$ cat src/rtl/ifetch_queue.sv
// Instruction fetch unit with a small instruction FIFO in front of decode.
// Issues sequential word fetches, buffers {instruction, pc} pairs and flushes/redirects on clear.
module ifetch_queue #(
  parameter int unsigned QUEUE_DEPTH = 4,
  parameter logic [31:0] RESET_PC    = 32'h0
) (
  input  logic        clk_in,
  input  logic        rst_in,
  input  logic        rdy_in,
  output logic        mem_req,
  output logic [31:0] mem_addr,
  input  logic        mem_done,
  input  logic [31:0] mem_data,
  output logic        decode_flag,
  output logic [31:0] ins,
  output logic [31:0] ins_pc,
  input  logic        decode_ok,
  input  logic        clear,
  input  logic [31:0] clear_pc
);

  localparam int unsigned PTR_W = (QUEUE_DEPTH > 1) ? $clog2(QUEUE_DEPTH) : 1;
  localparam int unsigned CNT_W = PTR_W + 1;
  localparam logic [CNT_W-1:0] DEPTH_CNT = CNT_W'(QUEUE_DEPTH);

  typedef enum logic [1:0] {
    IDLE,
    WAIT,
    DISCARD
  } state_t;

  state_t           state, state_next;
  logic [31:0]      fetch_pc, pc_next;
  logic [31:0]      addr_next;
  logic             req_next;
  logic [PTR_W-1:0] head, tail;
  logic [CNT_W-1:0] count;
  logic             enq, deq, flush;

  logic [31:0] ins_q [QUEUE_DEPTH];
  logic [31:0] pc_q  [QUEUE_DEPTH];

  always_ff @(posedge clk_in or negedge rst_in) begin
    if (!rst_in) begin
      state <= IDLE;
    end else begin
      state <= state_next;
    end
  end

  // Clear wins over every other event; an in-flight request must still be
  // drained, so WAIT without a same-cycle completion moves to DISCARD.
  always_comb begin
    state_next = state;
    req_next   = mem_req;
    addr_next  = mem_addr;
    pc_next    = fetch_pc;
    enq        = 1'b0;
    deq        = 1'b0;
    flush      = 1'b0;
    if (rdy_in) begin
      if (clear) begin
        flush   = 1'b1;
        pc_next = clear_pc & ~32'h3;
        case (state)
          WAIT: begin
            if (mem_done) begin
              state_next = IDLE;
              req_next   = 1'b0;
            end else begin
              state_next = DISCARD;
            end
          end
          DISCARD: begin
            if (mem_done) begin
              state_next = IDLE;
              req_next   = 1'b0;
            end
          end
          default: ;
        endcase
      end else begin
        deq = decode_ok && (count != '0);
        case (state)
          IDLE: begin
            if (count < DEPTH_CNT) begin
              req_next   = 1'b1;
              addr_next  = fetch_pc;
              state_next = WAIT;
            end
          end
          WAIT: begin
            if (mem_done) begin
              enq        = 1'b1;
              pc_next    = fetch_pc + 32'd4;
              req_next   = 1'b0;
              state_next = IDLE;
            end
          end
          DISCARD: begin
            if (mem_done) begin
              req_next   = 1'b0;
              state_next = IDLE;
            end
          end
          default: begin
            req_next   = 1'b0;
            state_next = IDLE;
          end
        endcase
      end
    end
  end

  always_ff @(posedge clk_in or negedge rst_in) begin
    if (!rst_in) begin
      mem_req  <= 1'b0;
      mem_addr <= RESET_PC;
      fetch_pc <= RESET_PC;
      head     <= '0;
      tail     <= '0;
      count    <= '0;
    end else begin
      mem_req  <= req_next;
      mem_addr <= addr_next;
      fetch_pc <= pc_next;
      if (flush) begin
        head  <= '0;
        tail  <= '0;
        count <= '0;
      end else begin
        if (enq) tail <= tail + PTR_W'(1);
        if (deq) head <= head + PTR_W'(1);
        if (enq && !deq) begin
          count <= count + CNT_W'(1);
        end else if (deq && !enq) begin
          count <= count - CNT_W'(1);
        end
      end
    end
  end

  always_ff @(posedge clk_in or negedge rst_in) begin
    if (!rst_in) begin
      for (int unsigned i = 0; i < QUEUE_DEPTH; i++) begin
        ins_q[i] <= '0;
        pc_q[i]  <= '0;
      end
    end else if (enq) begin
      ins_q[tail] <= mem_data;
      pc_q[tail]  <= mem_addr;
    end
  end

  assign decode_flag = (count != '0);
  assign ins         = ins_q[head];
  assign ins_pc      = pc_q[head];

endmodule

$ cat config.mk
export PLATFORM = sky130hd
export DESIGN_NAME = ifetch_queue
export DESIGN_NICKNAME = d
export VERILOG_FILES = /design/src/rtl/ifetch_queue.sv
export SDC_FILE = /design/constraint.sdc
export NUM_CORES = 1
export LEC_CHECK = 0
export ABC_AREA = 1
export CORE_ASPECT_RATIO = 1.4
export CORE_UTILIZATION = 56
export CTS_CLUSTER_DIAMETER = 60
export CTS_CLUSTER_SIZE = 10
export DETAILED_ROUTE_END_ITERATION = 10
export GPL_ROUTABILITY_DRIVEN = 1
export GPL_TIMING_DRIVEN = 0
export PLACE_DENSITY_LB_ADDON = 0.15
export SLEW_MARGIN = 20
export SYNTH_ARGS = -nofsm -noshare
export SYNTH_HDL_FRONTEND = slang
export SYNTH_SLANG_ARGS = --single-unit
$ cat constraint.sdc
create_clock -name clk_in -period 2.3 [get_ports clk_in]
set_input_delay 0.23 -clock clk_in [delete_from_list [all_inputs] [get_ports clk_in]]
set_output_delay 0.23 -clock clk_in [all_outputs]
set_load 0.02 [all_outputs]
==> flow_metrics.env <==
export IMPL_outcome="complete, but fails checks"
export IMPL_violations="DRC"
export IMPL_cp_slowest_cell="dfrtp_1"
export IMPL_path_cells="buf_4 > inv_4 > buf_8 > buf_6 > nor2_1 > o22ai_2 > buf_4"
export IMPL_holdCritPathClass="input port to asynchronous set/reset pin"
export IMPL_dpl_cell_area_mm2=0.0166
export IMPL_htreeDepth=2
export IMPL_synth_distinct_cells=29
export IMPL_setup_tns_ns=0
export IMPL_fillers=2150
export IMPL_totalWireLength_mm=45.3
export IMPL_grt_overflow=0
export IMPL_maxCapViolations=0
export IMPL_period_needed_ns=2.26
export IMPL_clkLatencyLatePin_ns=0.52
export IMPL_power_density_mw_per_mm2=1170
export IMPL_finalHoldViolations=0
export IMPL_cts_tree="yes"
export IMPL_slowest_delay_ns=0.37
export IMPL_first_iter_violations=1152
export IMPL_drtPass1Iterations=8
export IMPL_path_buf_inv=5
export IMPL_path_max_fanout=10
export IMPL_drive_gt1_share_pct=10.9
export IMPL_grt_max_degree=102
export IMPL_io_pins=168
export IMPL_path_delay_family="buffers and inverters"
export IMPL_gp_congestion=1.01
export IMPL_critical_path_class="flop to output port"
export IMPL_p_leak_nw=8.38
export IMPL_syn2layout_area_growth_pct=21.4
export IMPL_cts_root_buf="clkbuf_16"
export IMPL_ir_drop_mv=0.603
export IMPL_required_ns=2.07
export IMPL_skew_ns=0.0206
export IMPL_clockBufferDepth=3
export IMPL_die_h_um=193
export IMPL_cp_arrival_ns=2.03
export IMPL_wl_per_cell_um=19.5
export IMPL_maxSlewViolCount=0
export IMPL_ys_seq_area_share_pct=54.8
export IMPL_start_util_pct=57.1
export IMPL_die_area_mm2=0.0266
export IMPL_fmax_mhz=443
export IMPL_dp_hpwl_mm=30.8
export IMPL_syn_area_per_cell_um2=8.11
export IMPL_grt_usage_pct=34.6
export IMPL_port_buffers=161
export IMPL_die_x_um=138
export IMPL_regArea_mm2=0.00796
export IMPL_rsz0062_at_grt="false"
export IMPL_netlist_area_mm2=0.0145
export IMPL_dr_total_vias=13500
export IMPL_clock_sinks=318
export IMPL_cts_setup_buffers=0
export IMPL_endpoint_kind="output port"
export IMPL_path_depth=7
export IMPL_placed_cells=2278
export IMPL_synthCells=1792
export IMPL_fp_coreArea_mm2=0.0255
export IMPL_rows=69
export IMPL_stdcell_area_mm2=0.0176
export IMPL_rr_startpoint="fetch_pc[2]$_DFFE_PN0P_"
export IMPL_vias_per_cell=5.83
export IMPL_cts_buffers_inserted=37
export IMPL_drc=22
export IMPL_ys_ff_latch=318
export IMPL_cp_start_kind="flop"
export IMPL_cpMostUsedCell="buf_4"
export IMPL_multi_input_area_mm2=0.00578
export IMPL_cp_endpoint="ins_pc[19]"
export IMPL_stdcell_count=2320
export IMPL_worst_slew_pin_slew_ns=0.922
export IMPL_final_setup_viol_count=0
export IMPL_grt_pass1_vias=13500
export IMPL_drtAntennaViolNets=0
export IMPL_timing_rr_end="fetch_pc[25]$_DFFE_PN0P_"
export IMPL_rr_worst_depth=9
export IMPL_timing_hold_ws_ns=0.234
export IMPL_antenna_found_initial=0
export IMPL_yosysWarningCount=0
export IMPL_diodes=0
export IMPL_maxSlewHeadroom_pct=38.0
export IMPL_reg2reg_slack_ns=0.10
export IMPL_nNetsFinal=2078
export IMPL_period_share_pct=98.1
export IMPL_crit_path_start="head[0]$_DFFE_PN0P_"
export IMPL_path_clk_slew_ns=0.06
export IMPL_grt_pass1_wl_mm=71.0
-- layout by cell type (no fill, tap or decap), types with 3 or more instances in the layout --
| cell type | netlist | final |
|---|---|---|
| a21oi_1 | 12 | 12 |
| a22oi_1 | 4 | 4 |
| buf_16 | 0 | 3 |
| buf_2 | 43 | 75 |
| buf_4 | 5 | 25 |
| buf_6 | 0 | 7 |
| clkbuf_1 | 63 | 35 |
| clkbuf_16 | 0 | 39 |
| clkbuf_2 | 0 | 23 |
| clkbuf_4 | 0 | 6 |
| clkdlybuf4s50_1 | 0 | 98 |
| conb_1 | 1 | 4 |
| dfrtp_1 | 318 | 317 |
| ha_1 | 9 | 9 |
| inv_1 | 115 | 113 |
| inv_2 | 3 | 3 |
| nand2_1 | 450 | 450 |
| nand2_2 | 5 | 5 |
| nand3_1 | 42 | 42 |
| nand4_1 | 5 | 5 |
| nor2_1 | 204 | 202 |
| o211ai_1 | 3 | 3 |
| o21ai_0 | 196 | 196 |
| o21ai_1 | 235 | 235 |
| o22ai_1 | 66 | 45 |
| o22ai_2 | 0 | 21 |
-- layer usage --
layer  GRT usage [%]  vias to the layer above  share of wire, %
li1                -                     6276                 -
met1            40.9                     6469                37
met2            61.1                      651                50
met3            4.96                      136               7.4
met4            19.3                        0               5.0
met5               0                        -                 0
-- worst reg2reg max path, stage by stage (launching register included) --
cell,delay (ns)
dfrtp_1,0.49
inv_1,0.15
nor2_1,0.55
nand2_1,0.27
inv_1,0.27
nand2_1,0.10
nand2_1,0.07
nand3_1,0.06
nand2_1,0.09
nand2_1,0.04
-- repair_timing --
item | 4_1_cts | 5_1_grt
resized for setup | 269 | 79
endpoints found under the hold margin | 58 | 0
hold buffers | 1 | 0
pin swaps | 0 | 1
setup endpoints to repair | 62 | 58
-- flip-flops by register name, summed over array words and instances (netlist names), 2 cells and up --
name	cells
pc_q	120
tail	2
ins_q	128
count	3
fetch_pc	30
state	2
mem_addr	30
head	2
-- cells by family after synthesis --
kind of cell               after synthesis  synth area share, %
AOI/OAI and AO/OA                      519                 18.6
xor gates and xnor gates                 3                0.181
adders and majority gates               10                0.913
buffers and inverters                  231                 6.47
DFF                                    318                 54.8
other                                    1               0.0258
and+or+nand+nor                        710                 19.1
-- power by group --
part           internal [mW]  switching, mW  total, mW
clock network           2.99           2.18       5.16
registers               6.77          0.938       7.71
logic                   2.86           4.93       7.79
-- through the flow --
step | power (mW) | worst slack, ns | util (%)
after detailed placement | 15.7 | -0.421 | 65.3
after global placement | 15.5 | -12.45 | 65.0
after global routing | 21.7 | 0.00645 | 69.2
final | 20.7 | 0.0441 | 69.2
after CTS | 20.6 | -0.0754 | 69.6
after floorplan | 12.0 | 0.413 | -
-- worst min path at each step --
stage	cells after the start	endpoint	start	slack (ns)
3_5_place_dp	1	ins_q[26]$_DFFE_PN0P_	rst_in	0.19
4_1_cts	2	ins_q[26]$_DFFE_PN0P_	rst_in	0.26
5_1_grt	2	ins_q[26]$_DFFE_PN0P_	rst_in	0.29
3_3_place_gp	2	pc_q[82]$_DFFE_PN0P_	pc_q[82]$_DFFE_PN0P_	0.46
2_1_floorplan	0	count[0]$_DFFE_PN0P_	rst_in	-0.07
6_report	2	ins_q[26]$_DFFE_PN0P_	rst_in	0.23
-- cell usage after synthesis (all sizes together) --
library cell	n	area, um2
nor2	205	786
conb	1	3.75
fa	1	20.0
nor3	1	5.00
a31oi	2	12.5
o211ai	3	22.5
ha	9	113
nand2	455	1720
inv	118	443
clkbuf	63	236
xnor2	1	8.76
a22oi	4	30.0
o21ai	431	2160
dfrtp	318	7960
or2	1	6.26
nand4	5	31.3
o21a	1	7.51
nand3	43	220
buf	50	260
xor2	2	17.5
a21oi	12	60.1
o22ai	66	413
-- final cells by class --
cell class / count / area share, %
flip-flops and latches: 318 / 45.1
multi-input cells: 1246 / 32.8
repair buffers: 165 / 8.24
clock buffers: 41 / 5.58
plain buffers: 112 / 3.41
inverters: 118 / 2.54
well taps: 319 / 2.26
clock inverters: 1 / 0.0497
Note: power is estimated with default switching activity, not from simulation.
==> RTL change: new RTL, same flow settings <==
The 3 states of `state_t` get a one-hot encoding in 3 bits.
--- a/src/rtl/ifetch_queue.sv
+++ b/src/rtl/ifetch_queue.sv
@@ -25,6 +25,6 @@
 
-  typedef enum logic [1:0] {
-    IDLE,
-    WAIT,
-    DISCARD
+  typedef enum logic [2:0] {
+    IDLE    = 3'b001,
+    WAIT    = 3'b010,
+    DISCARD = 3'b100
   } state_t;
Check against the original RTL: same outputs for any inputs over 4 cycles, from zero or initial values and one cycle with rst_in low; so few cycles prove little.
==> RTL change against the unedited design <==
- sequential cell count grew 1
- clock power shrank 4.1%
- count of clock-buffer cells in the layout shrank 3
- power shrank 5.7%
- first-iteration DRC count shrank 13%
- worst setup slack lost 0.033 ns
- final area grew 2.0%
- highest routed layer unchanged
- critical endpoint is now ins[2]
- non-clock buffer count grew 3
- wire length shrank 0.72%
- area after synthesis grew 1.8%
==> RTL change: results (changes against the unedited design) <==
Placement
  • RePlAce Congestion: 0.975 (was 1.01)
  • DP Wirelength: 30900 um (was 30800 um)
  • Placed inst area: 0.0169 sq mm (was 0.0166 sq mm)
  • Placed Instances: 2310 (was 2278)
  • Dpl ws: -1.02 ns (was -0.421 ns)

Finish
  • Fraction of layout cells with a size suffix above 1: 11.3% (was 10.9%)
  • Fin cells: 2351 (was 2320)
  • Fin nets: 2104 (was 2078)

Power
  • LEAKAGE: 8.64 nW (was 8.38 nW)
  • Worst VDD drop: 0.779 mV (was 0.603 mV)

Run status
  • Status: completed (was finished, violations left)

Timing
  • Worst-Margin Slew: 0.757 ns (was 0.922 ns)
  • Hold slack: 0.342 ns (was 0.234 ns)
  • Min Tclk post-route: 2.29 ns (was 2.26 ns)

Clocking
  • Cts repair resizes: 304 (was 269)

Routing
  • Router iterations before antenna repair: 5 (was 8)
  • Drt via density: 5.76 (was 5.83)
  • Iteration-0 DRC Markers: 1002 (was 1152)
  • Post-Route WL: 44900 um (was 45300 um)
  • Met3 wire length: 2650 um (was 3370 um)

Synthesis
  • Synth Area in XOR/XNOR: 0.118% (was 0.181%)
  • Synth Area per Inst: 8.13 sq um (was 8.11 sq um)
  • Most instantiated cells after synthesis: nand2_1, dfrtp_1, o21ai_1 (unchanged)
  • Sequential area share after synthesis: 54.0% (was 54.8%)

Global routing
  • First-pass GRT wire length: 71800 um (was 71000 um)
  • Largest net degree at the start of global routing: 98 (was 102)
  • M3 GR Usage: 4.54% (was 4.96%)
  • Total GRT Usage: 34.0% (was 34.6%)
  • Vias in the first global route: 13569 (was 13495)
  • M1 GR Usage: 40.5% (was 40.9%)

Setup path
  • End of the critical path: ins[2] (was ins_pc[19])
  • WP data arrival: 2.06 ns (was 2.03 ns)
  • Largest stage delay on the critical path: 0.47 ns (was 0.37 ns)
  • Critical-path top delay cell: dfrtp_2 (was dfrtp_1)
  • Worst Reg-to-Reg Cells: 10 (was 9)
RTL change: cell types whose count changed in the layout (fill, tap and decap cells not counted), moves of 8 or more:
cell / before / now
buf_6: 7 / 29
o21ai_0: 196 / 186
o21ai_2: 0 / 8
buf_2: 75 / 45
nor2_2: 2 / 10
nand2_1: 450 / 488
RTL change: cell type report:
| cell class | instances | area (sq um) | share of cell area, % |
|---|---|---|---|
| Timing Repair Buffer | 169 | 1520 | 8.44 |
| Multi-Input combinational cell | 1268 | 5850 | 32.5 |
| Clock buffer | 38 | 930 | 5.17 |
| Buffer | 111 | 828 | 4.61 |
| Inverter | 122 | 468 | 2.60 |
| Sequential cell | 319 | 7990 | 44.4 |
| Tap cell | 324 | 405 | 2.25 |
RTL change: power groups by stage:
stage	logic, mW	clock network, mW	registers [mW]
5_1_grt	7.91	5.19	7.30
2_1_floorplan	3.83	0	7.30
3_5_place_dp	7.36	0	7.23
3_3_place_gp	7.23	0	7.23
6_report	7.31	4.95	7.22
4_1_cts	7.24	4.99	7.18
